File: config.mk
export PLATFORM = sky130hd
export DESIGN_NAME = data_ram_arb
export DESIGN_NICKNAME = d
export VERILOG_FILES = /design/src/rtl/data_ram_pkg.sv /design/src/rtl/data_ram_arb_resp.sv /design/src/rtl/data_ram_arb.sv
export SDC_FILE = /design/constraint.sdc
export NUM_CORES = 1
export LEC_CHECK = 0
export ABC_AREA = 0
export CAP_MARGIN = 10
export CORE_AREA = 2 2 90 92
export CTS_CLUSTER_DIAMETER = 100
export DETAILED_ROUTE_END_ITERATION = 8
export DIE_AREA = 0 0 92 94
export DONT_BUFFER_PORTS = 1
export PLACE_DENSITY = 0.57
export SETUP_SLACK_MARGIN = 0.1
export SYNTH_ARGS = -nofsm -noshare
export SYNTH_HDL_FRONTEND = slang
export SYNTH_SLANG_ARGS = --single-unit
export TNS_END_PERCENT = 10
File: constraint.sdc
create_clock -name clk -period 2.3 [get_ports clk]
set_input_delay 0.46 -clock clk [delete_from_list [all_inputs] [get_ports clk]]
set_output_delay 0.46 -clock clk [all_outputs]
set_load 0.005 [all_outputs]
File: src/rtl/data_ram_pkg.sv
// data_ram_pkg: shared constants for the data RAM and its two-port arbiter.
//   RAM_DEPTH     : number of RAM words
//   ADDR_W/DATA_W : default word-address and data widths
//   STRB_W        : byte-strobe width (one bit per data byte)
//   P_CPU/P_DBG   : port index constants (CPU load/store = 0, debug/DMA = 1)
package data_ram_pkg;

    localparam int unsigned RAM_DEPTH = 32;
    localparam int unsigned ADDR_W    = $clog2(RAM_DEPTH);
    localparam int unsigned DATA_W    = 32;
    localparam int unsigned STRB_W    = DATA_W / 8;

    localparam logic P_CPU = 1'b0;
    localparam logic P_DBG = 1'b1;

endpackage

File: src/rtl/data_ram_arb_resp.sv
// data_ram_arb_resp: per-port read response register.
// Captures RAM read data when a read is granted, holds it stable with rvalid
// set, and releases it on the edge where the requester asserts rready.
// Ports:
//   clk, resetn      : clock, async active-low reset
//   capture          : a read for this port is granted this cycle
//   cap_data         : RAM read data to capture
//   rready           : requester accepts the response
//   rvalid, rdata    : registered response
module data_ram_arb_resp #(
    parameter int unsigned DATA_W = data_ram_pkg::DATA_W
) (
    input  logic              clk,
    input  logic              resetn,
    input  logic              capture,
    input  logic [DATA_W-1:0] cap_data,
    input  logic              rready,
    output logic              rvalid,
    output logic [DATA_W-1:0] rdata
);

    // A new capture has priority over release so that a consume-and-reissue
    // in the same cycle keeps rvalid high with the fresh data.
    always_ff @(posedge clk or negedge resetn) begin
        if (!resetn) begin
            rvalid <= 1'b0;
            rdata  <= '0;
        end else if (capture) begin
            rvalid <= 1'b1;
            rdata  <= cap_data;
        end else if (rready) begin
            rvalid <= 1'b0;
        end
    end

endmodule

File: src/rtl/data_ram_arb.sv
// data_ram_arb: two-port arbiter/sequencer in front of the 32x32 data RAM
// (synchronous write, asynchronous read). At most one access is granted per
// cycle; reads return through a registered valid/ready response per port.
// Configuration macro:
//   DATA_RAM_ARB_RR_EN defined : round-robin on contention
//   undefined (default)        : fixed priority, port 0 wins contention
// Ports:
//   clk, resetn                : clock, async active-low reset
//   pN_req/we/wstrb/addr/wdata : port N request (N = 0 CPU, 1 debug/DMA)
//   pN_ready                   : combinational grant for port N
//   pN_rvalid/rdata/rready     : port N read response handshake
//   ram_wen/addr/wdata         : RAM drive (combinational from the grant)
//   ram_rdata                  : RAM asynchronous read data
module data_ram_arb #(
    parameter int unsigned ADDR_W = data_ram_pkg::ADDR_W,
    parameter int unsigned DATA_W = data_ram_pkg::DATA_W
) (
    input  logic                clk,
    input  logic                resetn,

    input  logic                p0_req,
    input  logic                p0_we,
    input  logic [DATA_W/8-1:0] p0_wstrb,
    input  logic [ADDR_W-1:0]   p0_addr,
    input  logic [DATA_W-1:0]   p0_wdata,
    output logic                p0_ready,
    output logic                p0_rvalid,
    output logic [DATA_W-1:0]   p0_rdata,
    input  logic                p0_rready,

    input  logic                p1_req,
    input  logic                p1_we,
    input  logic [DATA_W/8-1:0] p1_wstrb,
    input  logic [ADDR_W-1:0]   p1_addr,
    input  logic [DATA_W-1:0]   p1_wdata,
    output logic                p1_ready,
    output logic                p1_rvalid,
    output logic [DATA_W-1:0]   p1_rdata,
    input  logic                p1_rready,

    output logic [DATA_W/8-1:0] ram_wen,
    output logic [ADDR_W-1:0]   ram_addr,
    output logic [DATA_W-1:0]   ram_wdata,
    input  logic [DATA_W-1:0]   ram_rdata
);

    import data_ram_pkg::*;

    localparam int unsigned WSTRB_W = DATA_W / 8;

    logic elig0;
    logic elig1;
    logic gnt0;
    logic gnt1;
    logic last_grant;

    // A port may issue while idle or while its held response is being consumed.
    assign elig0 = p0_req & (~p0_rvalid | p0_rready);
    assign elig1 = p1_req & (~p1_rvalid | p1_rready);

    // Grant selection; nothing is granted while reset is asserted so a
    // request racing reset assertion never reaches the RAM.
    always_comb begin
        gnt0 = 1'b0;
        gnt1 = 1'b0;
        if (resetn) begin
            if (elig0 && elig1) begin
`ifdef DATA_RAM_ARB_RR_EN
                if (last_grant == P_CPU) begin
                    gnt1 = 1'b1;
                end else begin
                    gnt0 = 1'b1;
                end
`else
                gnt0 = 1'b1;
`endif
            end else begin
                gnt0 = elig0;
                gnt1 = elig1;
            end
        end
    end

`ifndef DATA_RAM_ARB_RR_EN
    // Fixed priority keeps last_grant for observability only.
    logic unused_last_grant;
    assign unused_last_grant = last_grant;
`endif

    assign p0_ready = gnt0;
    assign p1_ready = gnt1;

    // Last-grant register; reset to port 1 so port 0 wins the first contention.
    always_ff @(posedge clk or negedge resetn) begin
        if (!resetn) begin
            last_grant <= P_DBG;
        end else if (gnt0 || gnt1) begin
            last_grant <= gnt1 ? P_DBG : P_CPU;
        end
    end

    // RAM mux: follows the granted port, port 0 when idle; strobes only on a granted write.
    always_comb begin
        ram_wen   = '0;
        ram_addr  = p0_addr;
        ram_wdata = p0_wdata;
        if (gnt1) begin
            ram_addr  = p1_addr;
            ram_wdata = p1_wdata;
            if (p1_we) begin
                ram_wen = p1_wstrb;
            end
        end else if (gnt0 && p0_we) begin
            ram_wen = p0_wstrb;
        end
    end

    data_ram_arb_resp #(
        .DATA_W (DATA_W)
    ) u_resp0 (
        .clk      (clk),
        .resetn   (resetn),
        .capture  (gnt0 & ~p0_we),
        .cap_data (ram_rdata),
        .rready   (p0_rready),
        .rvalid   (p0_rvalid),
        .rdata    (p0_rdata)
    );

    data_ram_arb_resp #(
        .DATA_W (DATA_W)
    ) u_resp1 (
        .clk      (clk),
        .resetn   (resetn),
        .capture  (gnt1 & ~p1_we),
        .cap_data (ram_rdata),
        .rready   (p1_rready),
        .rvalid   (p1_rvalid),
        .rdata    (p1_rdata)
    );

    logic [WSTRB_W-1:0] unused_wstrb_w;
    assign unused_wstrb_w = '0;

endmodule

# Yosys cells after proc, flatten, opt, wreduce, memory -nomap -nowiden
# Cells that the tools add are included.
# word_totals
word_cells	31
output_inout_bits	109
ff_bits	66
# classes
reduce_logical	4
n_mux	13
bitwise	10
# ops
operator	n
32-bit 2-to-1 mux	1
4-bit 2-to-1 mux	3
1-bit 2-to-1 mux	8
5-bit 2-to-1 mux	1
1-bit AND	4
1-bit inverter	4
2-bit nonzero test	2
1-bit logical AND	2
1-bit OR	2

# Logic depth before layout (Yosys ltp)
# depth
ltp_word	9
depth_mapped	4
mapped_depth_nobuf	3

# Cells and area by module
# From an unflattened synthesis, not the netlist that was laid out.
# hier_totals
cells_unflattened	195
hier_area_um2	3334.4
# by_module_without_submodules
module	n_inst	cells_per_inst	area_each_um2
data_ram_arb_resp	2	71	1377.6
data_ram_arb	1	53	579.3

# Worst setup path after synthesis
# OpenSTA, ideal clock, no wires.
# synth_path
path_type	input port to output port
start	input port p0_rready
end	output port ram_wdata[0]
slack_ns	0.265
stages	4
required_ns	1.840
t_arrival_ns	1.575
cell_sequence	nand2b_4 > a211oi_2 > buf_2 > mux2_2
# synth_between
elab_chain_len	6
# synth_rtl
element	line_no	text
from (decl)	data_ram_arb.sv:29	input logic p0_rready,
1-bit OR	data_ram_arb.sv:58	assign elig0 = p0_req & (~p0_rvalid | p0_rready);
1-bit AND	data_ram_arb.sv:58	
1-bit logical AND	data_ram_arb.sv:67	if (elig0 && elig1) begin
1-bit 2-to-1 mux	data_ram_arb.sv:67	
1-bit 2-to-1 mux	data_ram_arb.sv:66	if (resetn) begin
32-bit 2-to-1 mux	data_ram_arb.sv:107	if (gnt1) begin
to (decl)	data_ram_arb.sv:43	output logic [DATA_W-1:0] ram_wdata,
# Every way passes these cells.

# Worst setup path after layout
# layout_path
start	register u_resp1.rvalid
end	output port ram_wdata[19]
# layout_between
elab_chain_len	7
# layout_rtl
element	line_no	text
from (decl)	data_ram_arb_resp.sv:18	output logic rvalid,
from (signal assigned)	data_ram_arb_resp.sv:26	rvalid <= 1'b0;
from (signal assigned)	data_ram_arb_resp.sv:29	rvalid <= 1'b1;
from (signal assigned)	data_ram_arb_resp.sv:32	rvalid <= 1'b0;
1-bit inverter *	data_ram_arb.sv:59	assign elig1 = p1_req & (~p1_rvalid | p1_rready);
1-bit OR *	data_ram_arb.sv:59	
1-bit AND *	data_ram_arb.sv:59	
1-bit logical AND	data_ram_arb.sv:67	
1-bit 2-to-1 mux *	data_ram_arb.sv:67	
1-bit 2-to-1 mux *	data_ram_arb.sv:66	
net p1_ready	data_ram_arb.sv:36	output logic p1_ready,
32-bit 2-to-1 mux *	data_ram_arb.sv:107	
# The timed path passes the listed nets; every way through them passes the cells marked *.

==> impl_metrics.tcl <==
set metrics [dict create \
    status "finished, violations left" \
    violations "negative setup slack" \
    synthCells 192 \
    rsz0062_at_grt "true" \
    critPathTopFamily "multiplexers" \
    dr.first_iter.drc_count 36 \
    cts.clk_slew.worst_paths_ns 0.08 \
    multi_input_area_sq_mm 0.00131 \
    synth_nets 314 \
    leakage_nw 1.39 \
    synthToLayoutAreaGrowth_pct 13.5 \
    hpwl_mm 6.77 \
    vias 1738 \
    crit_type "flop to output pin" \
    dr.pass1.iters 4 \
    p_int_mw 2.34 \
    cts_setup_buffers 0 \
    ioPinCount 231 \
    path_max_fanout 41 \
    ir_drop_mv 0.487 \
    htree_levels 3 \
    drive_above_1_share 0.634 \
    critical_path.max_stage_delay_ns 0.41 \
    placedCellCount 289 \
    fp.coreArea_sq_mm 0.00761 \
    grt_max_degree 67 \
    p_seq_frac 0.521 \
    yosys_warnings 0 \
    p_comb_frac 0.136 \
    worstHoldPathType "input port to flop" \
    layout_common_cells "99 x mux2_2, 66 x dfrtp_1, 10 x clkbuf_8, 4 x a32o_2, 3 x buf_4" \
    grt_util_all_layers 0.192 \
    setup-violations-final 37 \
    drv_slew 0 \
    startpoint_type "flop" \
    instances_no_fill 308 \
    clock_latency_ns 0.33 \
    drv_cap 0 \
    fin_hold_ws_ns 0.249 \
    ys_seq_area_frac 0.548 \
    cpMaxStageDelayCell "mux2_2" \
    final_net_count 322 \
    root_buffer "clkbuf_8" \
    drc 0 \
    fin_skew_ns 0.0174 \
    worst_slack_ns -0.0772 \
    p_sw_mw 0.823 \
    chipHeight_um 94 \
    finalCritPeriodShare 1.03 \
    layout_commonest_cell "mux2_2" \
    dieArea_sq_mm 0.00865 \
    clkPwrFrac 0.343 \
    synth_cell_types 16 \
    antenna_found_initial 1 \
    syn_area_sq_mm 0.00301 \
    fin_crit_ns 2.38 \
    hold_violations 0 \
    port-buffer-count 0 \
    die_x_um 92 \
    wl_per_cell_um 27.5 \
    fillCellCount 663 \
    cts_buffers 9 \
    tightest_slew_ns 0.380 \
    initial_core_util 0.396 \
    sw_frac_of_total 0.260 \
    grt_overflow 0 \
    grt_pass1_vias 1966 \
    critical_path_required_ns 1.84 \
    seqCellArea_sq_mm 0.00165 \
    p_per_area_mw_per_mm2 924 \
    place_congestion 0.747 \
    synth.avg_cell_area_sq_um 15.7 \
    fp-row-count 32 \
    ys_ff_latch 66 \
    dp_slack_ns 0.115 \
    ant_nets 0 \
    path_cells "nor2b_4 > a211oi_4 > buf_12 > mux2_2" \
    slew_headroom 0.746 \
    crit_arrival_ns 1.92 \
    cp-end-kind "output pin" \
    cts_tree "yes" \
    avgViaCountPerCell 5.64 \
    grt_first_pass_wirelength_mm 12.1 \
    critPathBufInv 1 \
    fmax_mhz 421 \
    postRouteWirelength_mm 8.46 \
    cts_sinks 66 \
    cts_buffer_depth 2 \
]
cell usage after synthesis:
library cell | number | area share
a211oi_2 | 1 | 0.0042
buf_4 | 3 | 0.0075
dfrtp_1 | 66 | 0.55
nand2_1 | 2 | 0.0025
a32o_1 | 4 | 0.013
buf_6 | 3 | 0.011
o21ai_0 | 1 | 0.0017
mux2_2 | 99 | 0.37
nand2b_4 | 1 | 0.0046
mux2_1 | 2 | 0.0075
buf_2 | 4 | 0.0066
nor2b_1 | 2 | 0.0042
and4_1 | 1 | 0.0029
a2111oi_4 | 1 | 0.0091
nor3b_2 | 1 | 0.0042
or2_2 | 1 | 0.0021
final timing paths:
kind / from / end / slack (ns) / cells after the start
worst max-delay path: u_resp1.rvalid / ram_wdata[19] / -0.08 / 4
worst min register to register: u_resp1.rdata[7] / u_resp1.rdata[7] / 0.53 / 1
worst max register to register: u_resp0.rvalid / u_resp1.rdata[15] / 0.41 / 5
min in group asynchronous: resetn / u_resp1.rdata[17] / 0.67 / 2
worst min-delay path: p0_we / u_resp0.rvalid / 0.25 / 1
max in group asynchronous: resetn / u_resp0.rdata[8] / 1.36 / 2
metal layers:
metal,part of all wire,GRT usage,wire [um]
met3,0.087,0.0658,734
met1,0.35,0.219,2990
met4,0.022,0.0821,185
met2,0.54,0.331,4550
met5,0,0,0
through the flow:
stage           util  instance area, sq um  total power [mW]  setup TNS (ns)
2_1_floorplan      -                  3010              1.93               0
3_3_place_gp   0.413                  3140              2.04               0
3_5_place_dp   0.413                  3140              2.08               0
4_1_cts        0.449                  3410              3.21           -4.59
5_1_grt        0.449                  3420              3.33           -5.03
6_report       0.449                  3420              3.16           -1.95
power by group through the flow:
stage	sequential, mW	combinational [mW]	clock [mW]
after floorplan	1.59	0.342	0
after global placement	1.66	0.381	0
after detailed placement	1.67	0.410	0
after CTS	1.65	0.438	1.12
after global routing	1.68	0.473	1.18
final	1.65	0.429	1.08
cells by family (layout without fill, tap and decap cells):
kind of cell,Yosys count,after routing,share of synthesized area
mux,101,101,0.378
other cells,0,1,0
simple gates,8,8,0.0204
compound gates,7,7,0.0283
buf+inv,10,23,0.0253
flops,66,66,0.548
state kept, by name (all words and copies together) (netlist names):
register	count
u_resp1.rvalid	1
u_resp0.rvalid	1
u_resp1.rdata	32
u_resp0.rdata	32
cell type report:
type                    count  area share
repair buffers              7      0.0293
diodes                      1    0.000732
well taps                 102      0.0373
multi-input cells         116       0.383
flip-flops and latches     66       0.483
clock buffers              11      0.0414
clock inverters             5      0.0249
what timing repair did:
item	4_1_cts	5_1_grt
gates resized for setup	3	3
endpoints found under the hold margin	66	0
pin swaps	2	3
cloned	0	0
setup endpoints to repair	41	41
hold buffers	2	0
Power figures use the tool's default switching activity.
